### config.mk
export PLATFORM = sky130hd
export DESIGN_NAME = rr_merge_2to1
export DESIGN_NICKNAME = d
export VERILOG_FILES = /design/src/rtl/mux_pkg.sv /design/src/rtl/mux_2to1.sv /design/src/rtl/rr_merge_2to1.sv
export SDC_FILE = /design/constraint.sdc
export NUM_CORES = 1
export LEC_CHECK = 0
export BUFFER_PORTS_ARGS = -buffer_cell sky130_fd_sc_hd__buf_2
export CORE_AREA = 2 2 39 41
export DETAILED_ROUTE_END_ITERATION = 8
export DIE_AREA = 0 0 41 43
export PLACE_DENSITY = 0.76
export SYNTH_ARGS = -nofsm -noshare
export SYNTH_HDL_FRONTEND = slang
export SYNTH_SLANG_ARGS = --single-unit
### constraint.sdc
create_clock -name clk -period 1.75 [get_ports clk]
set_input_delay 0.2625 -clock clk [delete_from_list [all_inputs] [get_ports clk]]
set_output_delay 0.2625 -clock clk [all_outputs]
set_load 0.005 [all_outputs]
### src/rtl/mux_pkg.sv
// Shared constants and types for the 2-to-1 selection datapath and its round-robin front end.
package mux_pkg;

    localparam logic SEL_A         = 1'b0;
    localparam logic SEL_B         = 1'b1;
    localparam int   DEFAULT_WIDTH = 8;

    typedef enum logic {
        EMPTY = 1'b0,
        FULL  = 1'b1
    } state_e;

endpackage

### src/rtl/mux_2to1.sv
// Single-bit 2-to-1 multiplexer; sel = 0 passes a, sel = 1 passes b.
module mux_2to1 (
    input  logic a,
    input  logic b,
    input  logic sel,
    output logic y
);

    assign y = sel ? b : a;

endmodule

### src/rtl/rr_merge_2to1.sv
// Round-robin merge of two valid/ready streams into a single-entry registered output.
module rr_merge_2to1
    import mux_pkg::*;
#(
    parameter int WIDTH = DEFAULT_WIDTH
) (
    input  logic             clk,
    input  logic             rst_n,
    input  logic             a_valid,
    input  logic [WIDTH-1:0] a_data,
    output logic             a_ready,
    input  logic             b_valid,
    input  logic [WIDTH-1:0] b_data,
    output logic             b_ready,
    output logic             y_valid,
    output logic [WIDTH-1:0] y_data,
    input  logic             y_ready,
    output logic             sel
);

    state_e             state_q, state_d;
    logic               prio_q,  prio_d;
    logic               sel_q,   sel_d;
    logic [WIDTH-1:0]   y_data_q, y_data_d;

    logic               load;
    logic               grant;
    logic               g;
    logic [WIDTH-1:0]   mux_y;

    assign load  = (state_q == EMPTY) | y_ready;
    assign grant = a_valid | b_valid;

    // With both sources valid the pointer decides; otherwise the lone requester wins.
    always_comb begin
        g = SEL_A;
        if (a_valid && b_valid) begin
            g = prio_q;
        end else if (b_valid) begin
            g = SEL_B;
        end
    end

    // Readys are forced low while reset is held, even though load is high when EMPTY.
    assign a_ready = rst_n & load & a_valid & (g == SEL_A);
    assign b_ready = rst_n & load & b_valid & (g == SEL_B);

    for (genvar i = 0; i < WIDTH; i++) begin : g_mux
        mux_2to1 u_mux (
            .a   (a_data[i]),
            .b   (b_data[i]),
            .sel (g),
            .y   (mux_y[i])
        );
    end

    always_comb begin
        state_d  = state_q;
        prio_d   = prio_q;
        sel_d    = sel_q;
        y_data_d = y_data_q;
        if (load) begin
            if (grant) begin
                state_d  = FULL;
                y_data_d = mux_y;
                sel_d    = g;
                prio_d   = ~g;
            end else begin
                state_d  = EMPTY;
            end
        end
    end

    always_ff @(posedge clk or negedge rst_n) begin
        if (!rst_n) begin
            state_q  <= EMPTY;
            prio_q   <= SEL_A;
            sel_q    <= SEL_A;
            y_data_q <= '0;
        end else begin
            state_q  <= state_d;
            prio_q   <= prio_d;
            sel_q    <= sel_d;
            y_data_q <= y_data_d;
        end
    end

    assign y_valid = (state_q == FULL);
    assign y_data  = y_data_q;
    assign sel     = sel_q;

endmodule
==> run_results.csv, run 1 <==
group,metric,value,unit
synthesis,avgSynthCellArea,10.6,µm²
timing,rsz0062_at_grt,"no",
global_route,grt_pass1_vias,479,
hold_path,worstHoldPathType,"primary input to register",
timing,finalSetupTns,0,ps
worst_setup_path,crit_path_max_fanout,10,
synthesis,syn-cell-area,543,µm²
synthesis,yosys.area_share.simple,25.3,%
route,drtAntennaViolNets,0,
floorplanning,die_h,43,µm
synthesis,synthXorXnorAreaFrac,0,%
worst_setup_path,critPathSlowestCell,"dfrtp_1",
worst_setup_path,path_cells,"nand2b_4 -> and3_1 -> and2_1 -> buf_2",
worst_setup_path,criticalPathCategory,"register to primary output",
route,drtPass1Iterations,4,
global_route,grt_pass1_wl,1970,µm
placed_design,place_congestion,0.782,
clock_network,ctsHoldBuffers,1,
global_route,antenna_found_initial,0,
finish,utilization,54.1,%
synthesis,synth_compound_area_share,19.1,%
route,viasPerCell,5.06,
synthesis,yosysMostFrequentCell,"dfrtp_1",
timing,fmax,607,MHz
worst_setup_path,required,1490,ps
synthesis,netlist-cell-type-count,14,
clock_network,cts_setup_buffers,0,
clock_network,cts_made_buffers,3,
floorplanning,pin_count,33,
worst_setup_path,rr_worst_depth,4,
clock_network,cts_resized,0,
synthesis,synth_area_leaders,"dfrtp_1 51%, a221o_1 15%, nor3_1 7.4%, nand2_1 6.2%, buf_2 2.8%",
global_route,grt-ovfl-total,0,
finish,drive_gt1_share,46.5,%
clock_network,cts_tree,"done",
finish,antennaDiodeCount,0,
timing,finalSetupViolations,0,
worst_setup_path,crit_family,"simple AND/OR/NAND/NOR gates",
timing,tightest_slew,405,ps
finish,synthToLayoutAreaGrowth,37.8,%
worst_setup_path,worstSetupStartpointType,"register",
timing,final-hold-violation-count,0,
synthesis,ys_ff_latch,11,
outcome,status,"finished, final reports clean",
global_route,grt_max_degree,14,
placed_design,io_buffers,32,
finish,final_nets,108,
pwr,p_leak,0.396,nW
floorplanning,fp.dieW,41,µm
synthesis,ys_async_sr_fraction,100,%
synthesis,synth_commonest_cells,"11 x dfrtp_1, 9 x nand2_1, 8 x a221o_1, 8 x nor3_1, 3 x buf_2",
clock_network,cts_max_level,1,
timing,relSlewSlack,73.0,%
global_route,gr-usage-all-layers,16.6,%
synthesis,synth_top_area_cell,"dfrtp_1",
timing,timing.hold.ws,224,ps
clock_network,clk_latency,260,ps
placed_design,dp_cells,97,
timing,slew_violations,0,
floorplanning,dieArea,1760,µm²
synthesis,ys.flop_type,"dfrtp_1",
worst_setup_path,max_stage_delay,420,ps
synthesis,synthAdderAreaFrac,0,%
job,maxCapViolations,0,
synthesis,muxShareOfSynthArea,0,%
synthesis,synth_top_area_share,50.7,%
route,drt-wirelength-per-cell,12.7,µm
worst_setup_path,path_buf_inv,1,
timing,period_share,94.1,%
synthesis,synth_top_family_by_area,"simple AND/OR/NAND/NOR gates",
floorplanning,core_area,1380,µm²
route,drt-total-wl,1290,µm
synthesis,yosys_warnings,0,
worst_setup_path,path_depth,4,
route,num_vias,516,
placed_design,dp_hpwl,990,µm
synthesis,syn_inst,51,
floorplanning,initial_core_util,39.2,%
route,drc,0,
synthesis,synth_edf_count,0,
route,drt-initial-drc-count,9,
clock_network,cts.clk_slew.worst_paths,70,ps
floorplanning,rows,14,
worst_setup_path,cp.arrival,1380,ps
pwr,power.density,863,nW/µm²
timing,fin_skew,2.94,ps
worst_setup_path,endpoint_kind,"primary output",
pwr,ir_drop,0.502,mV
clock_network,cts.path.max_buffers,2,
timing,min_period,1650,ps
finish,fin_cells,102,
clock_network,clockRootBuffer,"clkbuf_4",
clock_network,cts.sinks,11,
synthesis,synth_nets,72,
hold_path,min_path_cells,2,
synthesis,seq_area_frac_synth,50.7,%
[worst register-to-register path: cells and delay by family (launching register included)]
kind	cells	cell delay, ps
flip-flops	1	400
AND/OR/NAND/NOR	2	320
buffers and inverters	1	200
AO/OA/AOI/OAI	1	260
[kinds of logic after synthesis]
kind of cell | count (synthesis)
simple gates | 25
flops | 11
compound gates | 11
buf+inv | 4
[worst paths after layout]
check	start	endpoint	slack, ps
setup / recovery	y_valid	a_ready	100
hold reg to reg	sel	sel	480
min in group asynchronous	rst_n	y_data[3]	390
setup reg to reg	y_valid	y_data[5]	450
max in group asynchronous	rst_n	y_data[2]	1150
hold / removal	a_data[4]	y_data[4]	220
[stage by stage]
| stage | total power, W | cell area (µm²) | setup slack [ps] |
|---|---|---|---|
| 6_report | 0.000646 | 748 | 103 |
| 5_1_grt | 0.000701 | 748 | 0.876 |
| 4_1_cts | 0.000657 | 748 | 90.9 |
| 3_5_place_dp | 0.000478 | 712 | 366 |
| 3_3_place_gp | 0.000474 | 712 | 367 |
| 2_1_floorplan | 0.000400 | 543 | 479 |
[sequential cells by signal, summed over array words and instances (netlist names)]
register	count
prio_q	1
sel	1
y_data	8
y_valid	1
[metal layers]
layer | wire length [µm] | global-route usage [%]
met1 | 540 | 19.7
met2 | 648 | 25.9
met3 | 88 | 6.28
met4 | 14 | 6.00
met5 | 0 | 0
[power by group]
part,switching (W),internal [W],leakage [nW]
logic,0.0000717,0.0000879,0.248
registers,0.0000207,0.000292,0.133
clock network,0.0000854,0.0000881,0.0150
[cells in the final DEF (no fill, tap or decap), types with 2 or more instances in the layout]
| cell type | netlist | layout |
|---|---|---|
| a21o_1 | 2 | 2 |
| clkbuf_4 | 0 | 3 |
| nor3_1 | 8 | 8 |
| nand2_1 | 9 | 9 |
| and2_1 | 2 | 2 |
| buf_2 | 3 | 32 |
| nor2b_1 | 2 | 2 |
| dfrtp_1 | 11 | 11 |
| a221o_1 | 8 | 8 |
| buf_4 | 0 | 2 |
[area by class of cell]
class | count | area (µm²)
Clock buffer | 4 | 26.3
Fill cell | 143 | 636
Sequential cell | 11 | 275
Timing Repair Buffer | 35 | 185
Tap cell | 16 | 20.0
Multi-Input combinational cell | 36 | 241
Note: power is estimated with default switching activity, not from simulation.
==> run 2: changes to the inputs <==
--- a/config.mk
+++ b/config.mk
@@ -6,10 +6,10 @@
 export NUM_CORES = 1
 export LEC_CHECK = 0
 export BUFFER_PORTS_ARGS = -buffer_cell sky130_fd_sc_hd__buf_2
-export CORE_AREA = 2 2 39 41
+export CORE_MARGIN = 2
+export CORE_UTILIZATION = 40
 export DETAILED_ROUTE_END_ITERATION = 8
-export DIE_AREA = 0 0 41 43
-export PLACE_DENSITY = 0.76
+export PLACE_DENSITY = 0.75
 export SYNTH_ARGS = -nofsm -noshare
 export SYNTH_HDL_FRONTEND = slang
 export SYNTH_SLANG_ARGS = --single-unit
==> constraint.sdc (replaced) <==
create_clock -name clk -period 1.75 [get_ports clk]
set_input_delay 0.35 -clock clk [delete_from_list [all_inputs] [get_ports clk]]
set_output_delay 0.35 -clock clk [all_outputs]
set_load 0.005 [all_outputs]
==> run 2 against run 1 <==
Flip-flop and latch count stayed put. Non-clock buffer count is 2 higher. Critical path depth did not move. Largest cell class unchanged. Combinational power rose by 4%. Design area grew 1.8%. Utilization increased by 5.2 points. Register-to-register slack improved by 30 ps. Sequential share of layout area fell by 0.66 points. Hold slack better by 95 ps. Wire length increased by 5.6%.
==> run_results.csv, run 2 (synthesized netlist as in run 1, its figures left out) <==
group,metric,value,unit
outcome,status,"finished, final reports clean",
timing,period_share,96.2,%
route,drt-total-wl,1360,µm
timing,fin_skew,5.75,ps
clock_network,clk_latency,260,ps
clock_network,cts_resized,0,
worst_setup_path,crit_path_max_fanout,7,
pwr,ir_drop,0.551,mV
global_route,grt_pass1_vias,457,
timing,tightest_slew,423,ps
clock_network,cts_tree,"done",
global_route,grt_max_degree,13,
finish,fillers,129,
placed_design,place_congestion,0.719,
floorplanning,die_h,40.8,µm
worst_setup_path,startpoint,"rst_n",
timing,relSlewSlack,71.8,%
floorplanning,core_area,1280,µm²
clock_network,cts.clk_slew.worst_paths,70,ps
floorplanning,rows,13,
worst_setup_path,regToRegSetupSlack,480,ps
worst_setup_path,r2r_end,"y_data[0]",
finish,final_nets,110,
placed_design,dp_cells,98,
finish,drive_gt1_share,47.7,%
global_route,antenna_found_initial,0,
finish,layout_commonest_cell,"buf_2",
worst_setup_path,criticalPathCategory,"primary input to primary output",
floorplanning,dieArea,1670,µm²
placed_design,io_buffers,32,
worst_setup_path,required,1400,ps
timing,final-hold-violation-count,0,
floorplanning,fp.dieW,40.8,µm
route,drtAntennaViolNets,0,
hold_path,worstHoldPathType,"primary input to register",
pwr,p_leak,0.406,nW
finish,largest_reg_flops,8,
clock_network,cts_max_level,1,
finish,mostFrequentLayoutCells,"32 x buf_2, 11 x dfrtp_1, 9 x nand2_1, 8 x nor3_1, 8 x a221o_1",
clock_network,clockRootBuffer,"clkbuf_4",
timing,rsz0062_at_grt,"no",
route,drc,0,
clock_network,cts.sinks,11,
floorplanning,initial_core_util,42.3,%
finish,antennaDiodeCount,0,
global_route,gr-usage-all-layers,18.8,%
pwr,power.density,846,nW/µm²
clock_network,cts.path.max_buffers,2,
timing,finalSetupViolations,0,
timing,min_period,1680,ps
timing,finalSetupTns,0,ps
global_route,grt-ovfl-total,0,
worst_setup_path,rr_worst_depth,4,
floorplanning,pin_count,33,
worst_setup_path,endpoint,"a_ready",
global_route,grt_pass1_wl,1900,µm
route,drt-wirelength-per-cell,13.2,µm
timing,slew_violations,0,
worst_setup_path,timing.rr.start,"y_valid",
route,drtPass1Iterations,4,
worst_setup_path,worstSetupStartpointType,"primary input",
clock_network,cts_made_buffers,3,
job,maxCapViolations,0,
finish,fin_cells,103,
route,num_vias,539,
timing,fmax,594,MHz
finish,synthToLayoutAreaGrowth,40.3,%
worst_setup_path,endpoint_kind,"primary output",
route,viasPerCell,5.23,
worst_setup_path,cp.arrival,1330,ps
route,drt-initial-drc-count,6,
placed_design,dp_hpwl,1070,µm
[run 2: cell count changes in the layout (fill, tap and decap cells not counted)]
cell,before,now
buf_4,2,4
[run 2: per-stage QoR]
step | hold WS, ps | power (W) | setup WS, ps | cell area (µm²) | util [%]
2_1_floorplan | 54.4 | 0.000400 | 392 | 543 | -
3_3_place_gp | 182 | 0.000479 | 325 | 726 | 56.5
3_5_place_dp | 184 | 0.000485 | 309 | 726 | 56.5
4_1_cts | 310 | 0.000658 | 54.2 | 762 | 59.3
5_1_grt | 307 | 0.000696 | 6.61 | 762 | 59.3
6_report | 318 | 0.000645 | 66.8 | 762 | 59.3
[run 2: worst max-delay path: stages]
cell and delay [ps]:
dlygate4sd3_1 530, buf_2 180, and2_1 150, buf_2 120
[run 2: metal layers]
layer,up-vias,GRT usage [%],wire [µm]
met5,-,0,0
met4,0,7.50,0
met3,0,10.3,117
met2,22,30.1,674
met1,254,20.3,572
li1,263,-,-
[run 2: final cells by class]
class                      count  area [µm²]  area share [%]
timing repair buffer          37         200            26.3
tap                           15        18.8            2.46
clock buffer                   4        26.3            3.45
multi-input combinational     36         241            31.7
sequential                    11         275            36.1
[run 2: how the worst min path moves through the flow]
stage / start / endpoint / slack [ps] / cells past startpoint
global placement: rst_n / y_data[4] / 180 / 1
floorplan: rst_n / prio_q / 50 / 0
CTS: a_data[5] / y_data[5] / 310 / 2
global route: a_data[4] / y_data[4] / 310 / 2
finish: a_data[5] / y_data[5] / 320 / 2
detailed placement: rst_n / y_data[4] / 180 / 1
[run 2: repair_timing]
item / 4_1_cts / 5_1_grt
setup endpoints to repair: 0 / 0
endpoints found under the hold margin: 4 / 0
hold buffers: 1 / 0
setup buffers: 0 / 0
[run 2: report_power, final]
group	total (W)	leakage [nW]	internal [W]	switching [W]
clock network	0.000165	0.0150	0.0000880	0.0000772
registers	0.000314	0.133	0.000293	0.0000210
logic	0.000166	0.258	0.0000917	0.0000743
total	0.000645	0.406	0.000472	0.000172
==> run 3: changes to the inputs <==
--- a/config.mk
+++ b/config.mk
@@ -9,7 +9,7 @@
 export CORE_MARGIN = 2
 export CORE_UTILIZATION = 40
 export DETAILED_ROUTE_END_ITERATION = 8
-export PLACE_DENSITY = 0.75
+export PLACE_DENSITY = 0.76
 export SYNTH_ARGS = -nofsm -noshare
 export SYNTH_HDL_FRONTEND = slang
 export SYNTH_SLANG_ARGS = --single-unit
==> run 3 against run 2 <==
Setup slack better by 21 ps. Critical endpoint unchanged. Global-route usage increased by 1.1 points. Utilization stayed put. Maximum frequency increased by 1.2%. Hold slack worse by 4.1 ps. Sequential share of layout area is the same. Via count rose by 1.1%. Critical path depth stayed put.
==> run_results.csv, run 3 (synthesized netlist as in run 1, its figures left out) <==
group,metric,value,unit
outcome,status,"finished, final reports clean",
clock_network,cts_max_level,1,
placed_design,post_dp_cell_area,726,µm²
timing,fin_skew,5.18,ps
worst_setup_path,max_stage_delay,530,ps
finish,antennaDiodeCount,0,
hold_path,worstHoldPathType,"primary input to register",
clock_network,cts.clk_slew.worst_paths,70,ps
placed_design,place_congestion,0.811,
timing,final-hold-violation-count,0,
timing,finalSetupViolations,0,
route,drtAntennaViolNets,0,
clock_network,cts.path.max_buffers,2,
global_route,grt_pass1_wl,2160,µm
timing,slew_violations,0,
route,drc,0,
timing,rsz0062_at_grt,"no",
placed_design,dp_cells,98,
finish,fillers,130,
global_route,antenna_found_initial,0,
pwr,ir_drop,0.427,mV
finish,synthToLayoutAreaGrowth,40.3,%
worst_setup_path,endpoint_kind,"primary output",
worst_setup_path,path_cells,"dlygate4sd3_1 -> buf_2 -> and2_1 -> buf_2",
global_route,grt_pass1_vias,524,
timing,min_period,1660,ps
finish,mostFrequentLayoutCells,"32 x buf_2, 11 x dfrtp_1, 9 x nand2_1, 8 x nor3_1, 8 x a221o_1",
floorplanning,rows,13,
clock_network,cts_made_buffers,3,
finish,fin_cells,103,
worst_setup_path,required,1400,ps
pwr,power.density,853,nW/µm²
worst_setup_path,critPathSlowestCell,"dlygate4sd3_1",
global_route,gr-usage-all-layers,19.8,%
worst_setup_path,criticalPathCategory,"primary input to primary output",
worst_setup_path,crit_path_max_fanout,6,
finish,largest_reg_flops,8,
clock_network,clk_latency,260,ps
timing,finalSetupTns,0,ps
floorplanning,pin_count,33,
route,drt-wirelength-per-cell,13.7,µm
clock_network,cts.sinks,11,
global_route,grt-ovfl-total,0,
job,maxCapViolations,0,
global_route,grt_max_degree,13,
route,viasPerCell,5.29,
finish,drive_gt1_share,47.7,%
finish,layout_commonest_cell,"buf_2",
route,drtPass1Iterations,4,
timing,relSlewSlack,69.1,%
floorplanning,die_h,40.8,µm
clock_network,clockRootBuffer,"clkbuf_4",
finish,regArea,275,µm²
floorplanning,fp.dieW,40.8,µm
route,drt-total-wl,1410,µm
route,drt-initial-drc-count,16,
pwr,p_leak,0.406,nW
timing,period_share,95.0,%
finish,multi_input_area,241,µm²
floorplanning,dieArea,1670,µm²
placed_design,dp_hpwl,1080,µm
worst_setup_path,cpMostUsedCell,"buf_2",
placed_design,io_buffers,32,
timing,tightest_slew,463,ps
finish,final_nets,110,
finish,final_cell_area,762,µm²
pwr,total_power,0.000650,W
timing,fmax,602,MHz
route,num_vias,545,
floorplanning,core_area,1280,µm²
finish,utilization,59.3,%
worst_setup_path,worstSetupStartpointType,"primary input",
floorplanning,initial_core_util,42.3,%
clock_network,cts_tree,"done",
clock_network,cts_setup_buffers,0,
worst_setup_path,cp.arrival,1310,ps
run 3: cell counts in the layout (fill, tap and decap cells not counted):
No cell type changed its count.
run 3: path summary, 6_finish.rpt:
| path | from | end | slack (ps) | cells past startpoint |
|---|---|---|---|---|
| worst max register to register | y_valid | y_data[2] | 470 | 4 |
| worst max-delay path | rst_n | a_ready | 90 | 4 |
| max in group asynchronous | rst_n | y_data[7] | 990 | 3 |
| worst min register to register | sel | sel | 500 | 1 |
| worst min-delay path | a_data[0] | y_data[0] | 310 | 2 |
| min in group asynchronous | rst_n | sel | 430 | 2 |
run 3: what timing repair did:
action,CTS,global route
gates resized for setup,0,0
setup endpoints to repair,0,0
hold buffers,1,0
hold endpoints to repair,3,0
run 3: final cells by class:
class	instances	area share, %
Sequential cell	11	36.1
Timing Repair Buffer	37	26.3
Clock buffer	4	3.45
Tap cell	15	2.46
Multi-Input combinational cell	36	31.7
run 3: layer usage:
layer  track usage, %  up-vias  wire, µm
met4             12.5        0        21
met3             4.35        4       112
met5                0        -         0
met2             29.7       22       681
met1             25.4      257       593
li1                 -      262         -
run 3: through the flow:
stage                     hold WS [ps]  setup slack (ps)
after floorplan                   54.4               392
after CTS                          304              91.4
after detailed placement           169               284
after global routing               312              9.58
after global placement             168               301
final                              314              87.6
run 3: power breakdown:
group          leakage, nW  total, W  internal [W]  switching (W)
Clock               0.0150  0.000170     0.0000880      0.0000824
Sequential           0.133  0.000313      0.000292      0.0000203
Combinational        0.258  0.000167     0.0000915      0.0000754
run 3: worst max-delay path: cells and delay by family:
kind / cells / cell delay, ps
buffers and inverters: 3 / 810
AND/OR/NAND/NOR: 1 / 140
